### src/rtl/inert_spi_resp.sv
// inert_spi_resp: SPI responder standing in for the inertial sensor in bench
// and FPGA self-test builds. Takes 16-bit frames {R/W, addr[6:0], data[7:0]},
// serves a small register map, snapshots pitch-rate/AZ samples at a fixed
// output data rate and raises INT when a new sample is ready.
//
// Build option INERT_RESP_INT_LATCH_EN:
//   defined   -> INT latches until a read frame of 0x2D completes; ticks while
//                INT is high neither reload the snapshots nor re-raise INT.
//   undefined -> INT pulses for INT_PULSE_CYCLES after every enabled tick.
//
// state  | meaning
// IDLE   | waiting for SS_n fall
// CMD    | shifting the command byte (R/W + address)
// DATA   | shifting write data in, read data out on MISO
// COMMIT | one cycle after SS_n rise; write applied if the frame was complete
module inert_spi_resp #(
    parameter int         ODR_CYCLES       = 4096,
    parameter int         INT_PULSE_CYCLES = 64,
    parameter logic [7:0] WHO_AM_I_VAL     = 8'h6A
) (
    input  logic        clk,
    input  logic        rst_n,
    input  logic        SS_n,
    input  logic        SCLK,
    input  logic        MOSI,
    output logic        MISO,
    output logic        INT,
    input  logic [15:0] ptch_rt_in,
    input  logic [15:0] az_in,
    output logic        setup_done
);

    localparam int              ODR_W    = $clog2(ODR_CYCLES);
    localparam logic [ODR_W-1:0] ODR_LAST = ODR_W'(ODR_CYCLES - 1);

    localparam logic [6:0] ADDR_INT1_CTRL = 7'h0D;
    localparam logic [6:0] ADDR_WHO_AM_I  = 7'h0F;
    localparam logic [6:0] ADDR_CTRL1_XL  = 7'h10;
    localparam logic [6:0] ADDR_CTRL2_G   = 7'h11;
    localparam logic [6:0] ADDR_CTRL5_C   = 7'h14;
    localparam logic [6:0] ADDR_PTCH_L    = 7'h22;
    localparam logic [6:0] ADDR_PTCH_H    = 7'h23;
    localparam logic [6:0] ADDR_AZ_L      = 7'h2C;
    localparam logic [6:0] ADDR_AZ_H      = 7'h2D;

    typedef enum logic [1:0] {IDLE, CMD, DATA, COMMIT} state_t;

    state_t            state_q, state_d;
    logic [2:0]        ss_sync, sclk_sync, mosi_sync;
    logic              ss_fall, ss_rise, sclk_rise, sclk_fall, mosi_bit;
    logic              start_frame, latch_cmd, commit, wr_en;
    logic [4:0]        bit_cnt;
    logic [15:0]       rx_shift;
    logic [7:0]        tx_shift;
    logic              miso_q;
    logic [6:0]        cmd_addr;
    logic [7:0]        rd_byte;
    logic [7:0]        int1_ctrl, ctrl1_xl, ctrl2_g, ctrl5_c;
    logic              seen_0d, seen_14;
    logic [15:0]       ptch_snap, az_snap;
    logic [ODR_W-1:0]  odr_cnt;
    logic              tick, int_en, snap_en, int_q;

    // two-flop synchronizers plus one delay flop for edge detection
    always_ff @(posedge clk or negedge rst_n) begin
        if (!rst_n) begin
            ss_sync   <= 3'b111;
            sclk_sync <= 3'b000;
            mosi_sync <= 3'b000;
        end else begin
            ss_sync   <= {ss_sync[1:0], SS_n};
            sclk_sync <= {sclk_sync[1:0], SCLK};
            mosi_sync <= {mosi_sync[1:0], MOSI};
        end
    end

    assign ss_fall   =  ss_sync[2] & ~ss_sync[1];
    assign ss_rise   = ~ss_sync[2] &  ss_sync[1];
    assign sclk_rise = ~sclk_sync[2] &  sclk_sync[1];
    assign sclk_fall =  sclk_sync[2] & ~sclk_sync[1];
    assign mosi_bit  = mosi_sync[2];

    // frame state register
    always_ff @(posedge clk or negedge rst_n) begin
        if (!rst_n) state_q <= IDLE;
        else        state_q <= state_d;
    end

    // next-state and frame control strobes
    always_comb begin
        state_d     = state_q;
        start_frame = 1'b0;
        latch_cmd   = 1'b0;
        commit      = 1'b0;
        case (state_q)
            IDLE: begin
                if (ss_rise) state_d = COMMIT;
                else if (ss_fall) begin
                    state_d     = CMD;
                    start_frame = 1'b1;
                end
            end
            CMD: begin
                if (ss_rise) state_d = COMMIT;
                else if (sclk_rise && bit_cnt == 5'd7) begin
                    latch_cmd = 1'b1;
                    state_d   = DATA;
                end
            end
            DATA: begin
                if (ss_rise) state_d = COMMIT;
            end
            COMMIT: begin
                commit  = 1'b1;
                state_d = IDLE;
            end
            default: state_d = IDLE;
        endcase
    end

    // only a complete 16-rise write frame has side effects
    assign wr_en    = commit && (bit_cnt == 5'd16) && !rx_shift[15];
    assign cmd_addr = {rx_shift[5:0], mosi_bit};
    assign int_en   = int1_ctrl[1];

    // read byte lookup for the address arriving with the 8th rise
    always_comb begin
        rd_byte = 8'h00;
        case (cmd_addr)
            ADDR_INT1_CTRL: rd_byte = int1_ctrl;
            ADDR_WHO_AM_I:  rd_byte = WHO_AM_I_VAL;
            ADDR_CTRL1_XL:  rd_byte = ctrl1_xl;
            ADDR_CTRL2_G:   rd_byte = ctrl2_g;
            ADDR_CTRL5_C:   rd_byte = ctrl5_c;
            ADDR_PTCH_L:    rd_byte = ptch_snap[7:0];
            ADDR_PTCH_H:    rd_byte = ptch_snap[15:8];
            ADDR_AZ_L:      rd_byte = az_snap[7:0];
            ADDR_AZ_H:      rd_byte = az_snap[15:8];
            default:        rd_byte = 8'h00;
        endcase
    end

    // rise counting, MOSI shift-in, read byte latch and MISO shift-out
    always_ff @(posedge clk or negedge rst_n) begin
        if (!rst_n) begin
            bit_cnt  <= 5'd0;
            rx_shift <= 16'h0000;
            tx_shift <= 8'h00;
            miso_q   <= 1'b0;
        end else begin
            if (start_frame) begin
                bit_cnt  <= 5'd0;
                rx_shift <= 16'h0000;
            end else if (commit) begin
                bit_cnt  <= 5'd0;
            end else if (sclk_rise && (state_q == CMD || state_q == DATA)) begin
                rx_shift <= {rx_shift[14:0], mosi_bit};
                if (bit_cnt != 5'd31) bit_cnt <= bit_cnt + 5'd1;
            end
            if (latch_cmd) tx_shift <= rx_shift[6] ? rd_byte : 8'h00;
            if (ss_rise || state_q == IDLE || state_q == COMMIT) begin
                miso_q <= 1'b0;
            end else if (state_q == DATA && sclk_fall) begin
                miso_q   <= tx_shift[7];
                tx_shift <= {tx_shift[6:0], 1'b0};
            end
        end
    end

    // configuration registers and sticky setup tracking
    always_ff @(posedge clk or negedge rst_n) begin
        if (!rst_n) begin
            int1_ctrl <= 8'h00;
            ctrl1_xl  <= 8'h00;
            ctrl2_g   <= 8'h00;
            ctrl5_c   <= 8'h00;
            seen_0d   <= 1'b0;
            seen_14   <= 1'b0;
        end else if (wr_en) begin
            case (rx_shift[14:8])
                ADDR_INT1_CTRL: begin
                    int1_ctrl <= rx_shift[7:0];
                    seen_0d   <= 1'b1;
                end
                ADDR_CTRL1_XL: ctrl1_xl <= rx_shift[7:0];
                ADDR_CTRL2_G:  ctrl2_g  <= rx_shift[7:0];
                ADDR_CTRL5_C: begin
                    ctrl5_c <= rx_shift[7:0];
                    seen_14 <= 1'b1;
                end
                default: ;
            endcase
        end
    end

    // free-running output data rate counter
    always_ff @(posedge clk or negedge rst_n) begin
        if (!rst_n)                odr_cnt <= '0;
        else if (odr_cnt == ODR_LAST) odr_cnt <= '0;
        else                       odr_cnt <= odr_cnt + ODR_W'(1);
    end

    assign tick = (odr_cnt == ODR_LAST);

`ifdef INERT_RESP_INT_LATCH_EN
    logic rd_2d;
    assign rd_2d   = commit && (bit_cnt == 5'd16) && rx_shift[15] && (rx_shift[14:8] == ADDR_AZ_H);
    assign snap_en = tick & int_en & ~int_q;

    // latched INT: a fresh sample wins over a same-cycle clearing read
    always_ff @(posedge clk or negedge rst_n) begin
        if (!rst_n) int_q <= 1'b0;
        else begin
            if (rd_2d)   int_q <= 1'b0;
            if (snap_en) int_q <= 1'b1;
        end
    end
`else
    localparam int                PULSE_W    = $clog2(INT_PULSE_CYCLES);
    localparam logic [PULSE_W-1:0] PULSE_LAST = PULSE_W'(INT_PULSE_CYCLES - 1);
    logic [PULSE_W-1:0] int_cnt;
    assign snap_en = tick & int_en;

    // pulsed INT: down-counter holds INT for the pulse width, retriggered by each tick
    always_ff @(posedge clk or negedge rst_n) begin
        if (!rst_n) begin
            int_q   <= 1'b0;
            int_cnt <= '0;
        end else if (snap_en) begin
            int_q   <= 1'b1;
            int_cnt <= PULSE_LAST;
        end else if (int_q) begin
            if (int_cnt == '0) int_q <= 1'b0;
            else               int_cnt <= int_cnt - PULSE_W'(1);
        end
    end
`endif

    // sample snapshot on enabled ticks
    always_ff @(posedge clk or negedge rst_n) begin
        if (!rst_n) begin
            ptch_snap <= 16'h0000;
            az_snap   <= 16'h0000;
        end else if (snap_en) begin
            ptch_snap <= ptch_rt_in;
            az_snap   <= az_in;
        end
    end

    assign MISO       = miso_q;
    assign INT        = int_q;
    assign setup_done = seen_0d & seen_14;

endmodule

### config.mk
export PLATFORM = sky130hd
export DESIGN_NAME = inert_spi_resp
export DESIGN_NICKNAME = d
export VERILOG_FILES = /design/src/rtl/inert_spi_resp.sv
export SDC_FILE = /design/constraint.sdc
export NUM_CORES = 1
export LEC_CHECK = 0
export BUFFER_PORTS_ARGS = -buffer_cell sky130_fd_sc_hd__buf_2
export CORE_MARGIN = 2
export CORE_UTILIZATION = 39
export DETAILED_ROUTE_END_ITERATION = 12
export RECOVER_POWER = 25
export SYNTH_ARGS = -nofsm -noshare
export SYNTH_HDL_FRONTEND = slang
export SYNTH_SLANG_ARGS = --single-unit
### constraint.sdc
create_clock -name clk -period 7.5 [get_ports clk]
set_input_delay 0.375 -clock clk [delete_from_list [all_inputs] [get_ports clk]]
set_output_delay 0.375 -clock clk [all_outputs]
set_load 0.05 [all_outputs]
==> impl_metrics.prom <==
# TYPE chip_impl_metric gauge
chip_impl_info{name="root_buffer",value="sky130_fd_sc_hd__clkbuf_16"} 1
chip_impl_metric{name="placement.setup.worst_slack",unit="ns"} 4.83
chip_impl_metric{name="finClkSkew",unit="ns"} 0.00704
chip_impl_metric{name="setup.reg_to_reg.worst_slack",unit="ns"} 4.82
chip_impl_metric{name="clock_sinks",unit=""} 126
chip_impl_metric{name="detail_route.iter0.violations",unit=""} 292
chip_impl_metric{name="first_pass_grt_wire_length",unit="mm"} 21.1
chip_impl_metric{name="setup-violations-final",unit=""} 0
chip_impl_info{name="tritoncts",value="built"} 1
chip_impl_metric{name="number_of_cell_rows",unit=""} 44
chip_impl_info{name="min-delay-start",value="SS_n"} 1
chip_impl_metric{name="final_min_period_over_clock_period",unit="%"} 47.2
chip_impl_info{name="reg2reg_from",value="bit_cnt[3]$_DFFE_PN0P_"} 1
chip_impl_metric{name="holdPathStages",unit=""} 1
chip_impl_metric{name="die-area",unit="sq um"} 16000
chip_impl_metric{name="synth_fa_ha_area_share",unit="%"} 2.56
chip_impl_metric{name="syn_to_final_growth",unit="%"} 17.3
chip_impl_metric{name="floorplan_die_height",unit="microns"} 127
chip_impl_info{name="synth.area.top_cells",value="sky130_fd_sc_hd__dfrtp_1, sky130_fd_sc_hd__mux2_2, sky130_fd_sc_hd__a22o_1"} 1
chip_impl_metric{name="finalNetCount",unit=""} 582
chip_impl_metric{name="holdBufCountCts",unit=""} 0
chip_impl_info{name="final_common_cell",value="sky130_fd_sc_hd__dfrtp_1"} 1
chip_impl_info{name="cpLargestDelayFamily",value="buffers and inverters"} 1
chip_impl_info{name="outcome",value="complete, but fails checks"} 1
chip_impl_metric{name="dp_wirelength",unit="mm"} 8.68
chip_impl_info{name="rsz0062_at_grt",value="false"} 1
chip_impl_metric{name="cp_num_buf_inv",unit=""} 2
chip_impl_info{name="final_cell_mix",value="sky130_fd_sc_hd__dfrtp_1, sky130_fd_sc_hd__mux2_2, sky130_fd_sc_hd__buf_2"} 1
chip_impl_metric{name="max_cap_viol",unit=""} 1
chip_impl_metric{name="timing.hold.ws",unit="ns"} 0.0577
chip_impl_metric{name="synth_enable_flop_cells",unit=""} 0
chip_impl_info{name="synth-main-ff-cell",value="sky130_fd_sc_hd__dfrtp_1"} 1
chip_impl_metric{name="groute.usage.overall",unit="%"} 16.9
chip_impl_metric{name="maxSlewViolCount",unit=""} 74
chip_impl_info{name="critical_path_class",value="in2async"} 1
chip_impl_metric{name="clockBufferDepth",unit=""} 2
chip_impl_metric{name="synth_seq_cells",unit=""} 126
chip_impl_metric{name="cts-buffers-inserted",unit=""} 17
chip_impl_metric{name="critical_path_arrival",unit="ns"} 4.02
chip_impl_metric{name="remaining_drc_errors",unit=""} 0
chip_impl_metric{name="insertedDiodeCount",unit=""} 0
chip_impl_metric{name="grt_overflow_total",unit=""} 0
chip_impl_metric{name="placeableCoreArea",unit="sq um"} 14600
chip_impl_metric{name="placement.io_buffers",unit=""} 39
chip_impl_metric{name="post-cts-setup-buffers",unit=""} 0
chip_impl_metric{name="clock_tree.htree_level_count",unit=""} 4
chip_impl_metric{name="layout.area.seq",unit="sq um"} 3160
chip_impl_info{name="holdCritPathClass",value="in2reg"} 1
chip_impl_metric{name="clock.fmax",unit="MHz"} 282
chip_impl_metric{name="syn_nets",unit=""} 544
chip_impl_metric{name="critPathMaxFanout",unit=""} 73
chip_impl_metric{name="clkSlewWorstSetupHoldPaths",unit="ns"} 0.05
chip_impl_metric{name="multi_input_comb_area",unit="sq um"} 2580
chip_impl_info{name="reg2reg_to",value="ctrl5_c[1]$_DFFE_PN0P_"} 1
chip_impl_metric{name="total_iterations_of_the_first_detailed_routing_run",unit=""} 7
chip_impl_metric{name="synth_seq_area_share",unit="%"} 53.8
chip_impl_info{name="cp_slowest_cell",value="sky130_fd_sc_hd__clkbuf_1"} 1
chip_impl_info{name="startpoint_type",value="input port"} 1
chip_impl_metric{name="post_synth_instance_area",unit="sq um"} 5870
chip_impl_metric{name="postSynthCellCount",unit=""} 495
chip_impl_metric{name="netlist-cell-type-count",unit=""} 55
chip_impl_metric{name="final_layout_size_suffix_gt1_share",unit="%"} 27.0
chip_impl_metric{name="max-vdd-ir-drop",unit="mV"} 0.191
chip_impl_metric{name="synth-xor-area-share",unit="%"} 2.39
chip_impl_metric{name="worst_endpoint_required_time",unit="ns"} 7.98
chip_impl_metric{name="report.final.hold_viol_count",unit=""} 0
chip_impl_metric{name="worst-r2r-cell-count",unit=""} 5
chip_impl_metric{name="finalCriticalPeriod",unit="ns"} 3.54
chip_impl_info{name="worstHoldEndpoint",value="ss_sync[0]$_DFF_PN1_"} 1
chip_impl_info{name="synth_top_family_by_area",value="multiplexers"} 1
chip_impl_metric{name="route.antenna.remaining_nets",unit=""} 0
chip_impl_metric{name="wl_per_cell",unit="microns"} 17.4
chip_impl_metric{name="timing.final.ws_setup",unit="ns"} 3.96
chip_impl_info{name="end_kind",value="asynchronous set/reset pin"} 1
chip_impl_metric{name="timing.max_slew.rel_slack",unit="%"} -160
chip_impl_info{name="synth_top_area_cell",value="sky130_fd_sc_hd__dfrtp_1"} 1
chip_impl_metric{name="vias_per_cell",unit=""} 5.60
chip_impl_metric{name="grt_max_degree",unit=""} 74
chip_impl_metric{name="post_cts_resized",unit=""} 0
chip_impl_metric{name="boundaryPins",unit=""} 40
chip_impl_metric{name="synth_simple_gate_area_share",unit="%"} 14.3
chip_impl_metric{name="num_vias",unit=""} 4083
chip_impl_metric{name="critical-path-max-stage-delay",unit="ns"} 2.70
chip_impl_metric{name="first_global_vias",unit=""} 4069
chip_impl_metric{name="antenna_found_initial",unit=""} 0
chip_impl_metric{name="chipWidth",unit="microns"} 127
chip_impl_metric{name="routabilityCongestion",unit=""} 0.941
chip_impl_info{name="violations",value="capacitance limit, slew limit"} 1
chip_impl_metric{name="synth_top_cell_area_share",unit="%"} 52.4
chip_impl_metric{name="compound_cell_area_share_of_the_yosys_netlist",unit="%"} 9.23
chip_impl_metric{name="fillCellCount",unit=""} 1317
chip_impl_metric{name="tightestPinTransition",unit="ns"} 3.91
chip_impl_metric{name="totalNegativeSetupSlack",unit="ns"} 0
chip_impl_metric{name="route.final.wire_length",unit="mm"} 12.7
chip_impl_metric{name="yosys-mux-area-fraction",unit="%"} 15.4
chip_impl_metric{name="mean_area_per_synthesized_cell",unit="sq um"} 11.9
chip_impl_metric{name="initial_utilization",unit="%"} 40.1
chip_impl_metric{name="postSynth.asyncResetShare",unit="%"} 100
chip_impl_info{name="crit_chain",value="clkbuf_1 -> buf_4"} 1
chip_impl_metric{name="ys.warnings.count",unit=""} 0
chip_impl_metric{name="insertion_delay",unit="ns"} 0.42
chip_impl_metric{name="p_per_area",unit="nW/um^2"} 291
chip_impl_metric{name="leakage",unit="nW"} 3.14
-- cell type report --
class	count	share of cell area, %
repair buffers	42	3.14
clock inverters	10	2.69
flip-flops and latches	126	45.8
multi-input cells	333	37.4
clock buffers	21	6.83
inverters	13	0.709
well taps	184	3.34
-- how the worst max path moves through the flow --
stage	from	endpoint	slack (ns)	depth (start not counted)
2_1_floorplan	bit_cnt[3]$_DFFE_PN0P_	ctrl5_c[0]$_DFFE_PN0P_	5.00	5
3_3_place_gp	bit_cnt[3]$_DFFE_PN0P_	ctrl5_c[4]$_DFFE_PN0P_	4.86	5
3_5_place_dp	bit_cnt[3]$_DFFE_PN0P_	int1_ctrl[2]$_DFFE_PN0P_	4.83	5
4_1_cts	bit_cnt[3]$_DFFE_PN0P_	ctrl5_c[1]$_DFFE_PN0P_	4.80	5
5_1_grt	rst_n	ptch_snap[3]$_DFFE_PN0P_	3.14	2
6_report	rst_n	ptch_snap[3]$_DFFE_PN0P_	3.96	2
-- stage by stage --
stage                     area [sq um]  power (mW)  cells  utilization, %
after detailed placement          6230        1.10    698            42.6
after CTS                         6890        2.02    729            47.0
after floorplan                   5870        1.01    495               -
final                             6890        2.00    729            47.0
after global routing              6890        2.10    729            47.0
after global placement            6230        1.09    698            42.6
-- cells by family (layout without fill, tap and decap cells) --
group	Yosys count	in the layout
xor+xnor	16	16
buf+inv	36	86
flops	126	126
fa+ha+maj	12	12
simple gates	147	147
compound gates	76	76
mux	82	82
-- state kept, by name, indices dropped and copies added, names as in the netlist --
register   cells
MISO           1
mosi_sync      3
ptch_snap     16
seen_14        1
odr_cnt       12
bit_cnt        5
ctrl2_g        8
tx_shift       8
int1_ctrl      8
seen_0d        1
ss_sync        3
ctrl5_c        8
state_q        2
rx_shift      16
INT            1
ctrl1_xl       8
int_cnt        6
sclk_sync      3
az_snap       16
-- synth_stat cells (3+ instances only) --
| cell type | instances |
|---|---|
| sky130_fd_sc_hd__dfrtp_1 | 123 |
| sky130_fd_sc_hd__mux2_2 | 66 |
| sky130_fd_sc_hd__nand2_1 | 37 |
| sky130_fd_sc_hd__nor2_1 | 27 |
| sky130_fd_sc_hd__clkbuf_1 | 22 |
| sky130_fd_sc_hd__nand3_1 | 19 |
| sky130_fd_sc_hd__a22o_1 | 18 |
| sky130_fd_sc_hd__mux2i_1 | 15 |
| sky130_fd_sc_hd__o21ai_0 | 15 |
| sky130_fd_sc_hd__inv_1 | 13 |
| sky130_fd_sc_hd__ha_1 | 12 |
| sky130_fd_sc_hd__nand4_1 | 10 |
| sky130_fd_sc_hd__xor2_1 | 9 |
| sky130_fd_sc_hd__a21oi_1 | 8 |
| sky130_fd_sc_hd__a31oi_1 | 7 |
| sky130_fd_sc_hd__xnor2_1 | 7 |
| sky130_fd_sc_hd__nand3b_1 | 5 |
| sky130_fd_sc_hd__o31ai_1 | 5 |
| sky130_fd_sc_hd__and3_1 | 4 |
| sky130_fd_sc_hd__nor2b_1 | 4 |
| sky130_fd_sc_hd__nor3_1 | 4 |
| sky130_fd_sc_hd__nor4b_1 | 4 |
| sky130_fd_sc_hd__nor4bb_1 | 4 |
| sky130_fd_sc_hd__a21boi_0 | 3 |
| sky130_fd_sc_hd__and4_1 | 3 |
| sky130_fd_sc_hd__and4b_1 | 3 |
| sky130_fd_sc_hd__dfstp_2 | 3 |
| sky130_fd_sc_hd__nand2b_1 | 3 |
| sky130_fd_sc_hd__nor3b_1 | 3 |
| sky130_fd_sc_hd__o2111ai_1 | 3 |
-- layer usage --
layer  part of all wire, %  global-route usage (%)  vias up  wire length (microns)
li1                      -                       -     1889                      -
met1                    46                    23.0     2071                   5880
met2                    47                    26.1      105                   5990
met3                   5.5                    5.15       18                    695
met4                   1.1                    5.24        0                    141
met5                     0                       0        -                      0
-- where the power goes --
part	internal, mW	leakage [nW]	switching (mW)	total, mW
registers	0.732	1.63	0.0951	0.827
logic	0.109	1.19	0.160	0.269
clock network	0.614	0.319	0.292	0.906
total	1.45	3.14	0.547	2.00
Power figures use the tool's default switching activity.
